<file path="src/rtl/execute_mem_reg_if.sv">
// E-stage to M-stage bundle for the Y86 execute back end: E-stage controls and
// operands flow into the block, the condition-code and M-register views flow out.
interface execute_mem_reg_if #(
    parameter int WIDTH = 32
);
    // E-stage side
    logic             e_valid;
    logic [3:0]       e_icode;
    logic [3:0]       e_ifun;
    logic [1:0]       e_op;
    logic [WIDTH-1:0] e_valA;
    logic [WIDTH-1:0] e_valB;
    logic [WIDTH-1:0] e_valE;
    logic [3:0]       e_dstE;
    logic [3:0]       e_dstM;
    logic             e_set_cc;
    logic             cc_inhibit;
    logic             m_stall;
    logic             m_bubble;

    // Results
    logic             e_cnd;
    logic [3:0]       e_dstE_eff;
    logic             zf;
    logic             sf;
    logic             of;
    logic             m_valid;
    logic [3:0]       m_icode;
    logic             m_cnd;
    logic [WIDTH-1:0] m_valE;
    logic [WIDTH-1:0] m_valA;
    logic [3:0]       m_dstE;
    logic [3:0]       m_dstM;

    modport master (
        output e_valid, e_icode, e_ifun, e_op, e_valA, e_valB, e_valE,
               e_dstE, e_dstM, e_set_cc, cc_inhibit, m_stall, m_bubble,
        input  e_cnd, e_dstE_eff, zf, sf, of,
               m_valid, m_icode, m_cnd, m_valE, m_valA, m_dstE, m_dstM
    );

    modport slave (
        input  e_valid, e_icode, e_ifun, e_op, e_valA, e_valB, e_valE,
               e_dstE, e_dstM, e_set_cc, cc_inhibit, m_stall, m_bubble,
        output e_cnd, e_dstE_eff, zf, sf, of,
               m_valid, m_icode, m_cnd, m_valE, m_valA, m_dstE, m_dstM
    );
endinterface

</file>
<file path="src/rtl/execute_mem_reg.sv">
// Y86 execute-stage back end: condition-code register, jXX/cmovXX condition
// evaluation and the E->M pipeline register.
module execute_mem_reg #(
    parameter int         WIDTH     = 32,
    parameter logic [3:0] REG_NONE  = 4'hF,
    parameter logic [3:0] ICODE_NOP = 4'h1
) (
    input logic               clk,
    input logic               resetn,
    execute_mem_reg_if.slave  bus
);

    localparam logic [3:0] ICODE_CMOV = 4'h2;

    typedef enum logic [1:0] {
        ALU_ADD = 2'd0,
        ALU_SUB = 2'd1,
        ALU_AND = 2'd2,
        ALU_XOR = 2'd3
    } alu_op_t;

    typedef enum logic [3:0] {
        C_ALWAYS = 4'd0,
        C_LE     = 4'd1,
        C_L      = 4'd2,
        C_E      = 4'd3,
        C_NE     = 4'd4,
        C_GE     = 4'd5,
        C_G      = 4'd6
    } cond_t;

    // Condition-code register
    logic zf_reg, sf_reg, of_reg;
    logic zf_next, sf_next, of_next;
    logic cc_write;

    // E->M pipeline register
    logic             m_valid_reg;
    logic [3:0]       m_icode_reg;
    logic             m_cnd_reg;
    logic [WIDTH-1:0] m_valE_reg;
    logic [WIDTH-1:0] m_valA_reg;
    logic [3:0]       m_dstE_reg;
    logic [3:0]       m_dstM_reg;

    logic       cnd;
    logic [3:0] dste_eff;
    logic       sign_a, sign_b, sign_e;
    logic       lt;

    // Conditions look at the flags already in the register, never at the
    // flags this instruction is about to produce.
    assign lt = sf_reg ^ of_reg;

    always_comb begin
        cnd = 1'b0;
        case (bus.e_ifun)
            C_ALWAYS: cnd = 1'b1;
            C_LE:     cnd = lt | zf_reg;
            C_L:      cnd = lt;
            C_E:      cnd = zf_reg;
            C_NE:     cnd = ~zf_reg;
            C_GE:     cnd = ~lt;
            C_G:      cnd = ~lt & ~zf_reg;
            default:  cnd = 1'b0;
        endcase
    end

    // A failed cmov still flows down the pipe but must not write a register.
    assign dste_eff = ((bus.e_icode == ICODE_CMOV) && !cnd) ? REG_NONE : bus.e_dstE;

    assign sign_a = bus.e_valA[WIDTH-1];
    assign sign_b = bus.e_valB[WIDTH-1];
    assign sign_e = bus.e_valE[WIDTH-1];

    always_comb begin
        zf_next = (bus.e_valE == '0);
        sf_next = sign_e;
        of_next = 1'b0;
        case (alu_op_t'(bus.e_op))
            ALU_ADD: of_next = (sign_a == sign_b) && (sign_e != sign_a);
            ALU_SUB: of_next = (sign_a != sign_b) && (sign_e != sign_b);
            ALU_AND: of_next = 1'b0;
            ALU_XOR: of_next = 1'b0;
            default: of_next = 1'b0;
        endcase
    end

    // A stalled M stage means the E instruction will be replayed, so its
    // flags must not be committed yet.
    assign cc_write = bus.e_set_cc & bus.e_valid & ~bus.cc_inhibit & ~bus.m_stall;

    always_ff @(posedge clk) begin
        if (!resetn) begin
            zf_reg <= 1'b1;
            sf_reg <= 1'b0;
            of_reg <= 1'b0;
        end else if (cc_write) begin
            zf_reg <= zf_next;
            sf_reg <= sf_next;
            of_reg <= of_next;
        end
    end

    always_ff @(posedge clk) begin
        if (!resetn) begin
            m_valid_reg <= 1'b0;
            m_icode_reg <= ICODE_NOP;
            m_cnd_reg   <= 1'b0;
            m_valE_reg  <= '0;
            m_valA_reg  <= '0;
            m_dstE_reg  <= REG_NONE;
            m_dstM_reg  <= REG_NONE;
        end else if (bus.m_stall) begin
            m_valid_reg <= m_valid_reg;
            m_icode_reg <= m_icode_reg;
            m_cnd_reg   <= m_cnd_reg;
            m_valE_reg  <= m_valE_reg;
            m_valA_reg  <= m_valA_reg;
            m_dstE_reg  <= m_dstE_reg;
            m_dstM_reg  <= m_dstM_reg;
        end else if (bus.m_bubble) begin
            m_valid_reg <= 1'b0;
            m_icode_reg <= ICODE_NOP;
            m_cnd_reg   <= 1'b0;
            m_valE_reg  <= '0;
            m_valA_reg  <= '0;
            m_dstE_reg  <= REG_NONE;
            m_dstM_reg  <= REG_NONE;
        end else begin
            // Invalid slots keep their payload for debug but lose their writes.
            m_valid_reg <= bus.e_valid;
            m_icode_reg <= bus.e_icode;
            m_cnd_reg   <= cnd;
            m_valE_reg  <= bus.e_valE;
            m_valA_reg  <= bus.e_valA;
            m_dstE_reg  <= bus.e_valid ? dste_eff   : REG_NONE;
            m_dstM_reg  <= bus.e_valid ? bus.e_dstM : REG_NONE;
        end
    end

    assign bus.e_cnd      = cnd;
    assign bus.e_dstE_eff = dste_eff;
    assign bus.zf         = zf_reg;
    assign bus.sf         = sf_reg;
    assign bus.of         = of_reg;
    assign bus.m_valid    = m_valid_reg;
    assign bus.m_icode    = m_icode_reg;
    assign bus.m_cnd      = m_cnd_reg;
    assign bus.m_valE     = m_valE_reg;
    assign bus.m_valA     = m_valA_reg;
    assign bus.m_dstE     = m_dstE_reg;
    assign bus.m_dstM     = m_dstM_reg;

endmodule

</file>
<file path="src/flat_wrapper.sv">
// flat-port wrapper written by rule: the top's interface ports become plain ports
module execute_mem_reg_flat 
#(
    parameter int         WIDTH     = 32,
    parameter logic [3:0] REG_NONE  = 4'hF,
    parameter logic [3:0] ICODE_NOP = 4'h1
)
  (clk, resetn, bus_e_valid, bus_e_icode, bus_e_ifun, bus_e_op, bus_e_valA, bus_e_valB, bus_e_valE, bus_e_dstE, bus_e_dstM, bus_e_set_cc, bus_cc_inhibit, bus_m_stall, bus_m_bubble, bus_e_cnd, bus_e_dstE_eff, bus_zf, bus_sf, bus_of, bus_m_valid, bus_m_icode, bus_m_cnd, bus_m_valE, bus_m_valA, bus_m_dstE, bus_m_dstM);
  execute_mem_reg_if #(.WIDTH(WIDTH)) bus_i ();
  input logic clk;
  input logic resetn;
  input wire logic [$bits(bus_i.e_valid)-1:0] bus_e_valid;
  input wire logic [$bits(bus_i.e_icode)-1:0] bus_e_icode;
  input wire logic [$bits(bus_i.e_ifun)-1:0] bus_e_ifun;
  input wire logic [$bits(bus_i.e_op)-1:0] bus_e_op;
  input wire logic [$bits(bus_i.e_valA)-1:0] bus_e_valA;
  input wire logic [$bits(bus_i.e_valB)-1:0] bus_e_valB;
  input wire logic [$bits(bus_i.e_valE)-1:0] bus_e_valE;
  input wire logic [$bits(bus_i.e_dstE)-1:0] bus_e_dstE;
  input wire logic [$bits(bus_i.e_dstM)-1:0] bus_e_dstM;
  input wire logic [$bits(bus_i.e_set_cc)-1:0] bus_e_set_cc;
  input wire logic [$bits(bus_i.cc_inhibit)-1:0] bus_cc_inhibit;
  input wire logic [$bits(bus_i.m_stall)-1:0] bus_m_stall;
  input wire logic [$bits(bus_i.m_bubble)-1:0] bus_m_bubble;
  output wire logic [$bits(bus_i.e_cnd)-1:0] bus_e_cnd;
  output wire logic [$bits(bus_i.e_dstE_eff)-1:0] bus_e_dstE_eff;
  output wire logic [$bits(bus_i.zf)-1:0] bus_zf;
  output wire logic [$bits(bus_i.sf)-1:0] bus_sf;
  output wire logic [$bits(bus_i.of)-1:0] bus_of;
  output wire logic [$bits(bus_i.m_valid)-1:0] bus_m_valid;
  output wire logic [$bits(bus_i.m_icode)-1:0] bus_m_icode;
  output wire logic [$bits(bus_i.m_cnd)-1:0] bus_m_cnd;
  output wire logic [$bits(bus_i.m_valE)-1:0] bus_m_valE;
  output wire logic [$bits(bus_i.m_valA)-1:0] bus_m_valA;
  output wire logic [$bits(bus_i.m_dstE)-1:0] bus_m_dstE;
  output wire logic [$bits(bus_i.m_dstM)-1:0] bus_m_dstM;
  assign bus_i.e_valid = bus_e_valid;
  assign bus_i.e_icode = bus_e_icode;
  assign bus_i.e_ifun = bus_e_ifun;
  assign bus_i.e_op = bus_e_op;
  assign bus_i.e_valA = bus_e_valA;
  assign bus_i.e_valB = bus_e_valB;
  assign bus_i.e_valE = bus_e_valE;
  assign bus_i.e_dstE = bus_e_dstE;
  assign bus_i.e_dstM = bus_e_dstM;
  assign bus_i.e_set_cc = bus_e_set_cc;
  assign bus_i.cc_inhibit = bus_cc_inhibit;
  assign bus_i.m_stall = bus_m_stall;
  assign bus_i.m_bubble = bus_m_bubble;
  assign bus_e_cnd = bus_i.e_cnd;
  assign bus_e_dstE_eff = bus_i.e_dstE_eff;
  assign bus_zf = bus_i.zf;
  assign bus_sf = bus_i.sf;
  assign bus_of = bus_i.of;
  assign bus_m_valid = bus_i.m_valid;
  assign bus_m_icode = bus_i.m_icode;
  assign bus_m_cnd = bus_i.m_cnd;
  assign bus_m_valE = bus_i.m_valE;
  assign bus_m_valA = bus_i.m_valA;
  assign bus_m_dstE = bus_i.m_dstE;
  assign bus_m_dstM = bus_i.m_dstM;
  execute_mem_reg #(.WIDTH(WIDTH), .REG_NONE(REG_NONE), .ICODE_NOP(ICODE_NOP)) u_core (.clk(clk), .resetn(resetn), .bus(bus_i));
endmodule
</file>
<file path="config.mk">
export PLATFORM = sky130hd
export DESIGN_NAME = execute_mem_reg_flat
export DESIGN_NICKNAME = d
export VERILOG_FILES = /design/src/rtl/execute_mem_reg_if.sv /design/src/rtl/execute_mem_reg.sv /design/src/flat_wrapper.sv
export SDC_FILE = /design/constraint.sdc
export NUM_CORES = 1
export LEC_CHECK = 0
export CELL_PAD_IN_SITES_DETAIL_PLACEMENT = 2
export CELL_PAD_IN_SITES_GLOBAL_PLACEMENT = 2
export CORE_ASPECT_RATIO = 2
export CORE_UTILIZATION = 20
export CTS_BUF_LIST = sky130_fd_sc_hd__clkbuf_2 sky130_fd_sc_hd__clkbuf_4 sky130_fd_sc_hd__clkbuf_8
export DETAILED_ROUTE_END_ITERATION = 12
export GPL_ROUTABILITY_DRIVEN = 0
export PLACE_DENSITY = 0.78
export SYNTH_ARGS = -nofsm -noshare
export SYNTH_HDL_FRONTEND = slang
export SYNTH_SLANG_ARGS = --single-unit
</file>
<file path="constraint.sdc">
create_clock -name clk -period 1.6 [get_ports clk]
set_input_delay 0.32 -clock clk [delete_from_list [all_inputs] [get_ports clk]]
set_output_delay 0.32 -clock clk [all_outputs]
set_load 0.01 [all_outputs]
</file>
# Word-level counts from Yosys, hierarchy flattened
# Cells that the tools add are included.
[classes]
n_eq_ne = 14
mux = 12
n_bitwise = 10
reduce_logical = 8
[ops]
columns = ["operator", "count"]
rows = [
  ["$mux 32", 2],
  ["$logic_not 32->1", 1],
  ["$mux 4", 6],
  ["$eq 4x2->1 const B", 3],
  ["$eq 4x3->1 const B", 3],
  ["$pmux 1 s7", 1],
  ["$and 1x1->1", 4],
  ["$eq 2x2->1 const B", 2],
  ["$eq 4x1->1 const B", 1],
  ["$logic_not 4->1", 1],
  ["$not 1->1", 4],
  ["$logic_and 1x1->1", 3],
  ["$ne 1x1->1", 3],
  ["$pmux 1 s3", 1],
  ["$eq 2x1->1 const B", 1],
  ["$logic_not 2->1", 1],
  ["$mux 1", 2],
  ["$reduce_or 2->1", 1],
  ["$eq 1x1->1", 1],
  ["$logic_not 1->1", 1],
  ["$or 1x1->1", 1],
  ["$xor 1x1->1", 1],
]
[word_totals]
reg_bits = 81
inputBits = 121
wordCells = 54

# Longest topological paths before layout
[depth]
depth_word = 9
mapped_depth = 5
mapped_depth_nobuf = 4

# Least setup slack after synthesis
# Ideal clock, no wire load.
[synth_path]
kind = "flip-flop to output port"
from = "register u_core.zf_reg, in the netlist u_core.bus.zf"
to = "output port bus_e_dstE_eff[0]"
t_arrival_ps = 1217
required_time_ps = 1280
path_slack_ps = 63
path_stages_with_launch = 5
cell_sequence = "dfxtp_1 -> o31ai_1 -> a21oi_2 -> o31ai_4 -> nand2b_1"
[synth_between]
elab_chain_cells = 6
word_cells_on_any_way = 7
classes_between = "2 x mux; 3 x bitwise; 2 x reduce/logical"
[synth_rtl]
columns = ["element", "line", "text"]
rows = [
  ["start: declaration", "execute_mem_reg.sv:33", "logic zf_reg, sf_reg, of_reg;"],
  ["start signal: assignment", "execute_mem_reg.sv:99", "zf_reg <= zf_next;"],
  ["$not 1->1", "execute_mem_reg.sv:62, execute_mem_reg.sv:64", ""],
  ["$and 1x1->1", "execute_mem_reg.sv:64", "C_G: cnd = ~lt & ~zf_reg;"],
  ["$pmux 1 s7 (*)", "execute_mem_reg.sv:57", "case (bus.e_ifun)"],
  ["$logic_not 1->1 (*)", "execute_mem_reg.sv:70", "assign dste_eff = ((bus.e_icode == ICODE_CMOV) && !cnd) ? REG_NONE : bus.e_dstE;"],
  ["$logic_and 1x1->1 (*)", "execute_mem_reg.sv:70", ""],
  ["$mux 4 (*)", "execute_mem_reg.sv:70", ""],
  ["end: declaration", "flat_wrapper.sv:26", "output wire logic [$bits(bus_i.e_dstE_eff)-1:0] bus_e_dstE_eff;"],
]
# Every way passes the cells marked *; elsewhere a longest branch is shown, timed or not.

# Final worst setup path
[layout_path]
from = "input port bus_e_ifun[1]"
to = "output port bus_e_dstE_eff[1]"
[layout_between]
elab_chain_cells = 5
word_cells_on_any_way = 11
classes_between = "6 x eq/ne; 2 x mux; 3 x reduce/logical"
[layout_rtl]
columns = ["element", "line", "text"]
rows = [
  ["start: declaration", "flat_wrapper.sv:14", "input wire logic [$bits(bus_i.e_ifun)-1:0] bus_e_ifun;"],
  ["$eq 4x3->1, or another cell as far along", "execute_mem_reg.sv:57", ""],
  ["$pmux 1 s7 (*)", "execute_mem_reg.sv:57", ""],
  ["$logic_not 1->1 (*)", "execute_mem_reg.sv:70", ""],
  ["$logic_and 1x1->1 (*)", "execute_mem_reg.sv:70", ""],
  ["$mux 4 (*)", "execute_mem_reg.sv:70", ""],
]
# Marked as above.

==> summary.md <==
| Metric | Value |
|---|---|
| LEAKAGE | 0.00273 µW |
| Final hold vios | 0 |
| Register Area | 0.00163 mm² |
| Syn Nets | 430 |
| CTS buffer count | 9 |
| Bufs and invs on worst path | 3 |
| IO Pins | 207 |
| Count of cell types in the netlist | 36 |
| Post-synth top flop | dfxtp_1 |
| Synth-to-layout area growth | 80.0% |
| Xor and xnor area share after synthesis | 0.799% |
| Worst Min Path Start | bus_m_stall |
| R2r setup slk | 0.22 ns |
| # H-tree levels | 3 |
| Standard-cell rows | 64 |
| Arrival time at the worst endpoint | 1.63 ns |
| Max stage delay on crit path | 0.27 ns |
| Post-synth ARST share | 0% |
| Post-synthesis compound-gate area fraction | 20.9% |
| Max frequency | 514 MHz |
| Drt first-iter violations | 59 |
| Worst skew pair latency | 0.35 ns |
| GR Util met1 | 15.1% |
| Mux share of post-synthesis cell area | 0.959% |
| Slowest stage cell, crit path | o211a_4 |
| Synthesized instance count | 309 |
| Vias | 3214 |
| Final #Nets | 636 |
| Maximum Capacitance Violations | 0 |
| Clk slew on worst S/H paths | 0.08 ns |
| Syn Area/Cell | 10.1 µm² |
| Post-route DRC | 0 |
| Adder-Cell Fraction of Synth Area | 0% |
| Crit Reg-Reg Startpoint | u_core.bus.zf |
| # clock sinks | 81 |
| Hold EP | u_core.bus.m_dstE[0] |
| Setup TNS | -1.66 ns |
| Critical path required time | 1.28 ns |
| Worst vdd ir | 0.000338 V |
| Tmin final | 1.95 ns |
| Initial antenna violation count | 1 |
| Port Buf Inserts | 175 |
| Seq cells post-synth | 81 |
| CP Capture Type | output pin |
| Die H | 179 µm |
| Critical path class | in -> out |
| Critical-path cell list | clkdlybuf4s15_1 > nor2b_2 > o211a_4 > o31ai_4 > buf_6 > nand2b_1 > buf_2 |
| Reg2reg path depth | 6 |
| Sequential area share after synthesis | 51.8% |
| Pre-CTS setup slack | -0.983 ns |
| Largest family of logic cells by synthesized area | simple AND/OR/NAND/NOR gates |
| Vias in the first global route | 3692 |
| First drt pass iteration count | 4 |
| Status | finished, violations left |
| CTS tree | done |
| Wire per inst | 18.7 µm |
| Largest delay share family, worst path | buffers and inverters |
| Filler cell count | 1652 |
| Longest Clk Path Bufs | 2 |
| Die Span X | 90.5 µm |
| Grt met2 use | 34.0% |
| Failing checks | setup timing |
| Syn Std Cell Area | 0.00313 mm² |
| Root buf cell | clkbuf_8 |
| Yosys Warn Count | 0 |
| Least-Margin Pin Slew | 0.560 ns |
| Setup-failing EPs final | 5 |
| Fin crit share | 122% |
| Worst setup margin | -0.347 ns |
| Die Footprint | 0.0162 mm² |
| Post-route ant nets | 0 |
| Initial Utilization | 20.5% |
| FF-to-FF End | u_core.bus.m_dstE[1] |
| CP Launch Type | input port |
| Share of cells above drive strength 1 | 15.6% |
| Hold Crit Class | in -> reg |
| Busiest grt layer | met2 |
| EDFF count, synth | 0 |
| Core Region | 0.0153 mm² |
| Clk_skew | 0.00762 ns |
| Synth Area in Simple Gates | 21.3% |
| First-pass GRT wire length | 20000 µm |
| Power density over the cells | 788 mW/mm² |
| Max-slew headroom | 62.7% |
| Final Max Tran Viols | 0 |
| GR met3 Demand/Resource | 3.22% |
| RSZ-0062 raised after global routing | yes |
| DPL Wire Length | 10200 µm |
| Multi-input combinational cell area | 0.00142 mm² |
| Pin count of the biggest net entering global routing | 58 |
| Hold Path Depth | 2 |
| Global-route total usage across every layer | 16.3% |
| Grt total ovfl | 0 |
| Post-DR vias/cell | 4.47 |
| WL final | 13400 µm |
| CP max FO | 5 |
cells by family after synthesis:
| logic type | after synthesis |
|---|---|
| buf+inv | 31 |
| simple gates | 107 |
| flops | 81 |
| compound gates | 85 |
| xor+xnor | 2 |
| mux | 3 |
layout make-up:
| class | instances | area share, % |
|---|---|---|
| clock inverter | 5 | 0.999 |
| antenna | 1 | 0.0444 |
| timing repair buffer | 219 | 37.6 |
| tap | 198 | 4.40 |
| multi-input combinational | 197 | 25.2 |
| sequential | 81 | 28.9 |
| inverter | 7 | 0.466 |
| clock buffer | 11 | 2.46 |
layer usage:
layer	vias to the layer above	routed length [µm]
met5	-	0
met4	0	355
met3	19	498
met2	101	8160
met1	1568	4430
li1	1526	-
cells in the mapped netlist (2+ instances only):
cell / count / area, µm²
nand4_1: 2 / 12.5
nor2b_1: 72 / 450
a22oi_1: 66 / 495
o22ai_1: 4 / 25.0
dfxtp_1: 81 / 1620
inv_1: 6 / 22.5
nor2_1: 2 / 7.51
clkbuf_1: 11 / 41.3
nand2b_1: 4 / 25.0
mux2i_1: 3 / 30.0
a32oi_1: 4 / 35.0
and3_1: 2 / 12.5
buf_2: 12 / 60.1
nor3b_1: 4 / 30.0
nand2_1: 7 / 26.3
nor4_1: 8 / 50.1
o31ai_1: 2 / 15.0
power by group:
part	total, µW	switching [µW]	internal, µW
combinational	797	339	459
clock	1520	763	755
sequential	2130	38.9	2090
total	4440	1140	3300
timing repair:
item | in CTS | in global routing
setup buffers | 2 | 0
gates resized for setup | 79 | 39
hold buffers | 0 | 0
pin swaps | 4 | 0
endpoints found under the setup margin | 51 | 41
worst max path at each step:
stage                        end  depth (start not counted)          start
2_1_floorplan  bus_e_dstE_eff[0]                          4  u_core.bus.zf
3_3_place_gp   bus_e_dstE_eff[1]                          6  bus_e_ifun[0]
3_5_place_dp   bus_e_dstE_eff[3]                          6  bus_e_ifun[0]
4_1_cts        bus_e_dstE_eff[2]                          6  u_core.bus.zf
5_1_grt        bus_e_dstE_eff[0]                          6  u_core.bus.zf
6_report       bus_e_dstE_eff[1]                          7  bus_e_ifun[1]
cells in the final DEF, fill, tap and decap left out, types with 8 or more instances in the layout:
master | netlist | final
a22oi_1 | 66 | 66
buf_4 | 1 | 40
clkbuf_8 | 0 | 9
clkdlybuf4s50_1 | 0 | 84
dfxtp_1 | 81 | 78
dlygate4sd2_1 | 0 | 47
dlymetal6s2s_1 | 0 | 35
nor2b_1 | 72 | 70
nor4_1 | 8 | 8
metrics by stage:
| stage | utilization (%) | power (µW) | cells | cell area (µm²) | hold slack, ns |
|---|---|---|---|---|---|
| 4_1_cts | 36.2 | 4550 | 718 | 5540 | 0.356 |
| 3_3_place_gp | 35.1 | 2980 | 700 | 5370 | 0.453 |
| 6_report | 36.9 | 4440 | 719 | 5640 | 0.379 |
| 5_1_grt | 36.9 | 4670 | 719 | 5640 | 0.379 |
| 3_5_place_dp | 35.1 | 3020 | 700 | 5370 | 0.471 |
| 2_1_floorplan | - | 2440 | 309 | 3130 | 0.457 |
worst reg2reg max path, stage by stage (launching register included):
cell,delay [ns]
dfxtp_4,0.38
nor2b_4,0.05
o211a_4,0.24
o31ai_4,0.24
buf_6,0.15
buf_4,0.13
a32oi_1,0.05
No activity file was read; power rests on OpenSTA's default activity.
==> variant (config.mk and constraints unchanged) <==
`WIDTH` is set to 32 in 3 places; all go to 64.
--- a/src/rtl/execute_mem_reg_if.sv
+++ b/src/rtl/execute_mem_reg_if.sv
@@ -2,5 +2,5 @@
 // operands flow into the block, the condition-code and M-register views flow out.
 interface execute_mem_reg_if #(
-    parameter int WIDTH = 32
+    parameter int WIDTH = 64
 );
     // E-stage side
--- a/src/rtl/execute_mem_reg.sv
+++ b/src/rtl/execute_mem_reg.sv
@@ -2,5 +2,5 @@
 // evaluation and the E->M pipeline register.
 module execute_mem_reg #(
-    parameter int         WIDTH     = 32,
+    parameter int         WIDTH     = 64,
     parameter logic [3:0] REG_NONE  = 4'hF,
     parameter logic [3:0] ICODE_NOP = 4'h1
--- a/src/flat_wrapper.sv
+++ b/src/flat_wrapper.sv
@@ -2,5 +2,5 @@
 module execute_mem_reg_flat 
 #(
-    parameter int         WIDTH     = 32,
+    parameter int         WIDTH     = 64,
     parameter logic [3:0] REG_NONE  = 4'hF,
     parameter logic [3:0] ICODE_NOP = 4'h1
Ports: changed (5 resized); port bits go from 207 to 367. The function was not compared with the original's and may differ.
==> variant against the unedited design <==
Largest power group unchanged. Register-to-register slack worse by 0.26 ns. Synthesized area is 74% higher. Highest routed layer is now met5. Total power is 91% higher. Routed wire length is 83% higher. Setup slack worse by 0.20 ns. Largest cell class unchanged. Synthesized cell count is 73% higher. Fmax is 9.2% lower. Die area is 73% higher. Utilization is 0.58 points lower. Design area is 73% higher. The flow still finishes with violations (setup timing). Hold slack worse by 0.16 ns. Sequential cell count is 64 higher. Clock skew hardly changed.
==> variant: results (changes against the unedited design) <==
outcome: "finished with violations"  # unchanged
failed_checks: "setup timing"  # unchanged
fin_cells: 1244  # was 719
grt_pass1_vias: 6285  # was 3692
drive_above_1_share: 0.159  # was 0.156
track_usage: 0.177  # was 0.163
drt-met1-wl_um: 8290  # was 4430 um
fin_skew_ns: 0.00717  # was 0.00762 ns
ys_top_cells_by_count: "dfxtp_1, nor2b_1, a22oi_1"  # unchanged
fin_nets: 1099  # was 636
vias: 5610  # was 3214
vdd_drop_max_v: 0.000506  # was 0.000338 V
yosysSeqAreaShare: 0.532  # was 0.518
wl_met3_um: 1450  # was 498 um
p_clk_w: 0.00334  # was 0.00152 W
drt_pass1_iterations: 4  # unchanged
num-fill-cells: 2935  # was 1652
port_buffers: 303  # was 175
hp-class: "input port to register"  # unchanged
power_leakage_nw: 4.15  # was 2.73 nW
first_iter_violations: 183  # was 59
async_flop_share: 0  # unchanged
synth_cell_type_count: 38  # was 36
intPower_w: 0.00631  # was 0.00330 W
clkLatencyLatePin_ns: 0.48  # was 0.35 ns
cts_buffers: 17  # was 9
avgSynthCellArea_sq_um: 10.2  # was 10.1 sq um
critPathMaxFanout: 3  # was 5
dp_hpwl_um: 18100  # was 10200 um
setup_violations: 6  # was 5
grt_pass1_wl_um: 36700  # was 20000 um
fin_ws_ns: -0.544  # was -0.347 ns
top_layer_used: "met5"  # was met4
antenna_found_initial: 2  # was 1
clkTransAtPathRegs_ns: 0.08  # about the same
synth_fp_nets: 752  # was 430
cts_buffer_depth: 2  # unchanged
root_buffer: "clkbuf_8"  # unchanged
synth_ff_type: "dfxtp_1"  # unchanged
pg_seq_w: 0.00381  # was 0.00213 W
synth_warnings: 0  # unchanged
netlist_top_cells_area: "dfxtp_1, a22oi_1, nor2b_1, clkbuf_1, buf_2"  # was dfxtp_1, a22oi_1, nor2b_1, buf_2, nor4_1
routed_wl_um: 24600  # was 13400 um
wl_met2_um: 14100  # was 8160 um
crit_path_end_kind: "output port"  # unchanged
tightest_slew_ns: 0.467  # was 0.560 ns
setup_tns_ns: -2.45  # was -1.66 ns
cts_max_level: 4  # was 3
crit_arrival_ns: 1.82  # was 1.63 ns
grt_max_degree: 94  # was 58
variant: cell count changes in the layout (fill, tap and decap cells not counted), moves of 3 or more:
| cell | before | now |
|---|---|---|
| clkdlybuf4s50_1 | 84 | 135 |
| nor4_1 | 8 | 3 |
| nor2b_1 | 70 | 135 |
| nor4_2 | 0 | 11 |
| dlymetal6s2s_1 | 35 | 5 |
| dfxtp_1 | 78 | 142 |
| buf_12 | 3 | 6 |
| a22oi_1 | 66 | 130 |
| clkbuf_8 | 9 | 19 |
| buf_4 | 40 | 64 |
| dlygate4sd2_1 | 47 | 153 |
| bufinv_16 | 1 | 4 |
| inv_6 | 0 | 3 |
variant: critical path, cell delays in order, from the launching register on:
cell,delay (ns)
dfxtp_4,0.37
xnor2_4,0.17
o211a_4,0.17
o31ai_4,0.26
buf_6,0.15
nand2b_1,0.08
buf_2,0.15
variant: kinds of logic (layout without fill, tap and decap cells):
logic type | Yosys count | count (layout) | share of synthesized area
simple gates | 183 | 183 | 0.213
other cells | 0 | 1 | 0
mux | 3 | 3 | 0.00550
flops | 145 | 145 | 0.532
compound gates | 149 | 149 | 0.206
buf+inv | 53 | 413 | 0.0397
xor+xnor | 2 | 2 | 0.00321
variant: final timing paths:
path	cells past startpoint	start	slack, ns	endpoint
min reg2reg	2	u_core.bus.m_valid$_SDFFE_PN0N_	0.48	u_core.bus.m_valid$_SDFFE_PN0N_
min	3	bus_e_valE[30]	0.22	u_core.bus.m_valE[30]$_SDFFE_PN0N_
max reg2reg	8	u_core.bus.sf$_SDFFE_PN0P_	-0.04	u_core.bus.m_dstE[3]$_SDFFE_PN1N_
max	6	u_core.bus.sf$_SDFFE_PN0P_	-0.54	bus_e_dstE_eff[1]
variant: what timing repair did:
item	CTS	global route
setup endpoints to repair	151	8
resized for setup	204	17
pin swaps	8	12
setup buffers	3	4
hold endpoints to repair	0	0
variant: metrics by stage:
stage	setup slack (ns)	util	power, W	cell area, sq um
after global routing	-0.636	0.363	0.00890	9760
after floorplan	0.0850	-	0.00435	5470
after detailed placement	-0.924	0.346	0.00534	9310
after CTS	-0.611	0.359	0.00868	9670
after global placement	-0.804	0.346	0.00530	9310
final	-0.544	0.363	0.00850	9760
variant: area by class of cell:
type / instances / area [sq um] / share of cell area
Timing Repair Buffer: 374 / 3430 / 0.352
Sequential cell: 145 / 2910 / 0.299
Multi-Input combinational cell: 337 / 2500 / 0.256
Tap cell: 348 / 435 / 0.0446
Clock buffer: 20 / 269 / 0.0276
Clock inverter: 12 / 179 / 0.0183
Inverter: 7 / 26.3 / 0.00269
Antenna cell: 1 / 2.50 / 0.000256
variant: routing by layer:
metal	up-vias	track usage
met4	2	0.0852
met3	42	0.0545
met2	225	0.346
met5	-	0
met1	2716	0.159
li1	2625	-
